## config.mk

```make
export PLATFORM = sky130hd
export DESIGN_NAME = fetch_unit
export DESIGN_NICKNAME = d
export VERILOG_FILES = /design/src/rtl/fetch_unit_pkg.sv /design/src/rtl/fetch_unit_npc_calc.sv /design/src/rtl/fetch_unit.sv
export SDC_FILE = /design/constraint.sdc
export NUM_CORES = 1
export LEC_CHECK = 0
export ABC_AREA = 1
export CORE_AREA = 10 10 171 212
export CTS_BUF_LIST = sky130_fd_sc_hd__clkbuf_8
export DETAILED_ROUTE_END_ITERATION = 16
export DIE_AREA = 0 0 181 222
export PLACE_DENSITY = 0.55
export SLEW_MARGIN = 20
export SYNTH_ARGS = -nofsm -noshare
export SYNTH_HDL_FRONTEND = slang
export SYNTH_HIERARCHICAL = 1
export SYNTH_SLANG_ARGS = --single-unit
```

## constraint.sdc

```tcl
create_clock -name clk -period 5.9 [get_ports clk]
set_input_delay 1.18 -clock clk [delete_from_list [all_inputs] [get_ports clk]]
set_output_delay 1.18 -clock clk [all_outputs]
set_load 0.005 [all_outputs]
```

## src/rtl/fetch_unit_pkg.sv

```systemverilog
// Shared fetch/decode definitions: fetch FSM states, reset PC and the
// opcode/funct encodings the decoder uses to raise ifb/ifj/ifjr.
package fetch_unit_pkg;

    typedef enum logic {
        ST_REQ  = 1'b0,
        ST_HOLD = 1'b1
    } fetch_state_t;

    localparam logic [31:0] RESET_PC_DEFAULT = 32'h0000_3000;

    localparam logic [5:0] OP_SPECIAL = 6'h00;
    localparam logic [5:0] OP_J       = 6'h02;
    localparam logic [5:0] OP_JAL     = 6'h03;
    localparam logic [5:0] OP_BEQ     = 6'h04;
    localparam logic [5:0] OP_BNE     = 6'h05;
    localparam logic [5:0] FN_JR      = 6'h08;
    localparam logic [5:0] FN_JALR    = 6'h09;

endpackage

```

## src/rtl/fetch_unit_npc_calc.sv

```systemverilog
// Next-PC selection for the instruction held in D: jr, j, taken branch,
// otherwise sequential fetch.
module npc_calc (
    input  logic [31:0] pc_F,
    input  logic [31:0] pc_D,
    input  logic [31:0] instr_D,
    input  logic        ifb,
    input  logic        br_taken,
    input  logic        ifj,
    input  logic        ifjr,
    input  logic [31:0] jr_target,
    output logic [31:0] npc
);

    logic signed [31:0] br_off;

    // Word offset, sign-extended and scaled to bytes.
    assign br_off = {{14{instr_D[15]}}, instr_D[15:0], 2'b00};

    always_comb begin
        npc = pc_F + 32'd4;
        if (ifjr) begin
            npc = jr_target;
        end else if (ifj) begin
            npc = {pc_D[31:28], instr_D[25:0], 2'b00};
        end else if (ifb && br_taken) begin
            npc = pc_D + 32'd4 + $unsigned(br_off);
        end
    end

endmodule

```

## src/rtl/fetch_unit.sv

```systemverilog
// Instruction fetch stage with IF/ID register. A word that returns while
// decode is stalled is parked in a one-entry buffer until the stall clears.
module fetch_unit
    import fetch_unit_pkg::*;
#(
    parameter logic [31:0] RESET_PC = RESET_PC_DEFAULT
) (
    input  logic        clk,
    input  logic        reset,
    input  logic        stall_i,
    input  logic        ifb,
    input  logic        ifj,
    input  logic        ifjr,
    input  logic        br_taken,
    input  logic [31:0] jr_target,
    output logic        im_req,
    output logic [31:0] im_addr,
    input  logic        im_ack,
    input  logic [31:0] im_rdata,
    output logic [31:0] instr_D,
    output logic [31:0] pc_D,
    output logic        d_adv
);

    fetch_state_t state, state_nx;
    logic [31:0]  pc_F;
    logic [31:0]  fetch_buf;
    logic [31:0]  fetched;
    logic [31:0]  npc;
    logic         hold;
    logic         adv;
    logic         park;

    // Request is masked during reset so an abandoned fetch is never re-driven.
    assign im_req  = (state == ST_REQ) && !reset;
    assign hold    = (state == ST_HOLD);
    assign im_addr = pc_F;
    assign adv     = ((im_req && im_ack) || hold) && !stall_i;
    assign park    = im_req && im_ack && stall_i;
    assign d_adv   = adv;
    assign fetched = hold ? fetch_buf : im_rdata;

    npc_calc u_npc (
        .pc_F      (pc_F),
        .pc_D      (pc_D),
        .instr_D   (instr_D),
        .ifb       (ifb),
        .br_taken  (br_taken),
        .ifj       (ifj),
        .ifjr      (ifjr),
        .jr_target (jr_target),
        .npc       (npc)
    );

    always_ff @(posedge clk or posedge reset) begin
        if (reset) begin
            state <= ST_REQ;
        end else begin
            state <= state_nx;
        end
    end

    always_comb begin
        state_nx = state;
        case (state)
            ST_REQ:  if (park) state_nx = ST_HOLD;
            ST_HOLD: if (!stall_i) state_nx = ST_REQ;
            default: state_nx = ST_REQ;
        endcase
    end

    // Controls are consumed only on advance, so a held jump redirects once.
    always_ff @(posedge clk or posedge reset) begin
        if (reset) begin
            pc_F      <= RESET_PC;
            pc_D      <= 32'h0;
            instr_D   <= 32'h0;
            fetch_buf <= 32'h0;
        end else begin
            if (park) begin
                fetch_buf <= im_rdata;
            end
            if (adv) begin
                instr_D <= fetched;
                pc_D    <= pc_F;
                pc_F    <= {npc[31:2], 2'b00};
            end
        end
    end

endmodule
```

==> results.cfg <==
[floorplan]
initial_core_util = 0.3062
chipWidth_um = 181
die-area_um2 = 40180
die_height_um = 222
fp-row-count = 73
io_pins = 170
core_um2 = 31880

[pwr]
p_switching_uw = 1610
power_density_nw_per_um2 = 317.8
p_leak_uw = 0.006467
vdd_drop_max_mv = 0.1291
power_frac_comb = 0.438
power_uw = 3829
power.share.clock = 0.213
p_int_uw = 2218
p_seq_frac = 0.349
switching_share = 0.4206

[synth]
synthesis.area_um2 = 9762
netlist_instances = 1553
synth_warnings = 6
syn_area_per_cell_um2 = 6.286

[worst_setup_path]
crit_chain = clkdlybuf4s50_1 -> o21bai_4 -> nand2_4 -> inv_1 -> clkdlybuf4s50_1
cp_num_cells = 5
crit_slowest_cell = clkdlybuf4s50_1
ff2ff_path_depth = 15
cp-start-kind = input pin
crit_type = in2out
critPathMaxStageDelay_ns = 0.57
critPathRequiredTime_ns = 4.72
crit_path_end_kind = output pin
critPathBufInv = 3
cp_top_family = buffers and inverters
cp_common_cell = clkdlybuf4s50_1
arrival_ns = 2.92
worstPathMaxFanout = 38

[global_routing]
grt.overflow.total = 0
grt_pass1_vias = 9817
track_usage = 0.1756
grt_max_degree = 94
grt_pass1_wl_um = 56450
antenna_found_initial = 1

[timing]
fmax_ghz = 0.2439
fin_ws_ns = 1.800
hold_violations = 0
max-slew-margin-rel = 0.2480
rsz0062_at_grt = no
tightest_slew_ns = 1.128
setup_violations = 0
period_share = 0.6950
period_minus_slack_ns = 4.100
skew_ns = 0.01983
drv_slew = 0
hold_ws_ns = 0.4859
tns_ns = 0

[cells_and_area]
final_common_cell = nand2_1
drive_gt1_frac = 0.04596
mostFrequentLayoutCells = nand2_1, inv_1, clkdlybuf4s50_1, nand3_1, dfrtp_1
area_delta_synth_final_pct = 23.43
nFillCells = 3484
finalNetCount = 1815

[clocking]
postCtsSetupBuffers = 0
clock-sinks = 125
clock_path_buffers = 2
htree_num_levels = 4
cts_resized = 0
hold_buffers = 0
cts_tree = done
clock_latency_ns = 0.46
numCtsBuffers = 17
clkTransAtPathRegs_ns = 0.08
cts_root_buf = clkbuf_8

[status]
status = complete, no violations

[placed_design]
dp_slack_ns = 1.821
gp_congestion = 0.9075
numPortBuffers = 163
dp_hpwl_um = 27000

[min_path]
holdCritPathClass = reg2reg
worstHoldPathCells = 2

[routing]
drc = 0
drtIter0Drc = 726
ant_nets = 0
first_pass_iters = 8
drt_wl_total_um = 35870
vias = 10010
drt-wirelength-per-cell_um = 17.00
avgViaCountPerCell = 4.745

[run]
cap_violations = 0
[worst reg2reg max path, stage by stage (launching register included)]
cell	delay, ns
dfrtp_1	0.98
ha_1	0.40
ha_1	0.42
nand2_1	0.13
nor2_1	0.27
nand2_1	0.11
nor2_1	0.11
nand2_1	0.12
nand3_1	0.11
nand2_1	0.05
nand3_1	0.11
nand2_1	0.14
nand2_1	0.08
nand2_1	0.05
nand3_1	0.07
nand2_1	0.07
[routing by layer]
metal | vias to the layer above | part of all wire | global-route usage
met3 | 46 | 0.048 | 0.03200
met4 | 0 | 0.030 | 0.06469
met5 | - | 0 | 0
met2 | 246 | 0.51 | 0.3136
li1 | 5110 | - | -
met1 | 4611 | 0.41 | 0.2033
[flip-flops by register name, indices dropped and copies added, names as in the netlist]
register   cells
hold           1
fetch_buf     32
instr_D       32
im_addr       30
pc_D          30
[final timing paths]
| path | from | endpoint | slack (ns) |
|---|---|---|---|
| setup / recovery | reset | d_adv | 1.80 |
| hold / removal | fetch_buf[2] | fetch_buf[2] | 0.49 |
| setup reg to reg | instr_D[15] | im_addr[26] | 2.59 |
| hold reg to reg | fetch_buf[2] | fetch_buf[2] | 0.49 |
| max in group asynchronous | reset | fetch_buf[16] | 3.62 |
| min in group asynchronous | reset | instr_D[0] | 1.40 |
[metrics by stage]
step | util | instance area (µm²) | std cells
floorplan | - | 9773 | 1556
global placement | 0.3642 | 11610 | 2076
detailed placement | 0.3642 | 11610 | 2076
CTS | 0.3770 | 12020 | 2108
global route | 0.3780 | 12050 | 2110
finish | 0.3780 | 12050 | 2110
[final cells by class]
| cell class | instances | area (µm²) | area share |
|---|---|---|---|
| clock inverter | 13 | 148.9 | 0.01236 |
| sequential | 125 | 3131 | 0.2598 |
| clock buffer | 19 | 261.5 | 0.02170 |
| antenna | 1 | 2.502 | 0.0002077 |
| timing repair buffer | 175 | 1734 | 0.1439 |
| multi-input combinational | 1191 | 5598 | 0.4646 |
| tap | 412 | 515.5 | 0.04278 |
| inverter | 174 | 658.1 | 0.05462 |
[power groups by stage]
stage                     registers, µW  logic, µW  clock network, µW
after floorplan                    1250        986                  0
after global placement             1350       1670                  0
after detailed placement           1350       1680                  0
after CTS                          1340       1690                839
after global routing               1370       1900                874
final                              1340       1680                815
Note: power is estimated with default switching activity, not from simulation.
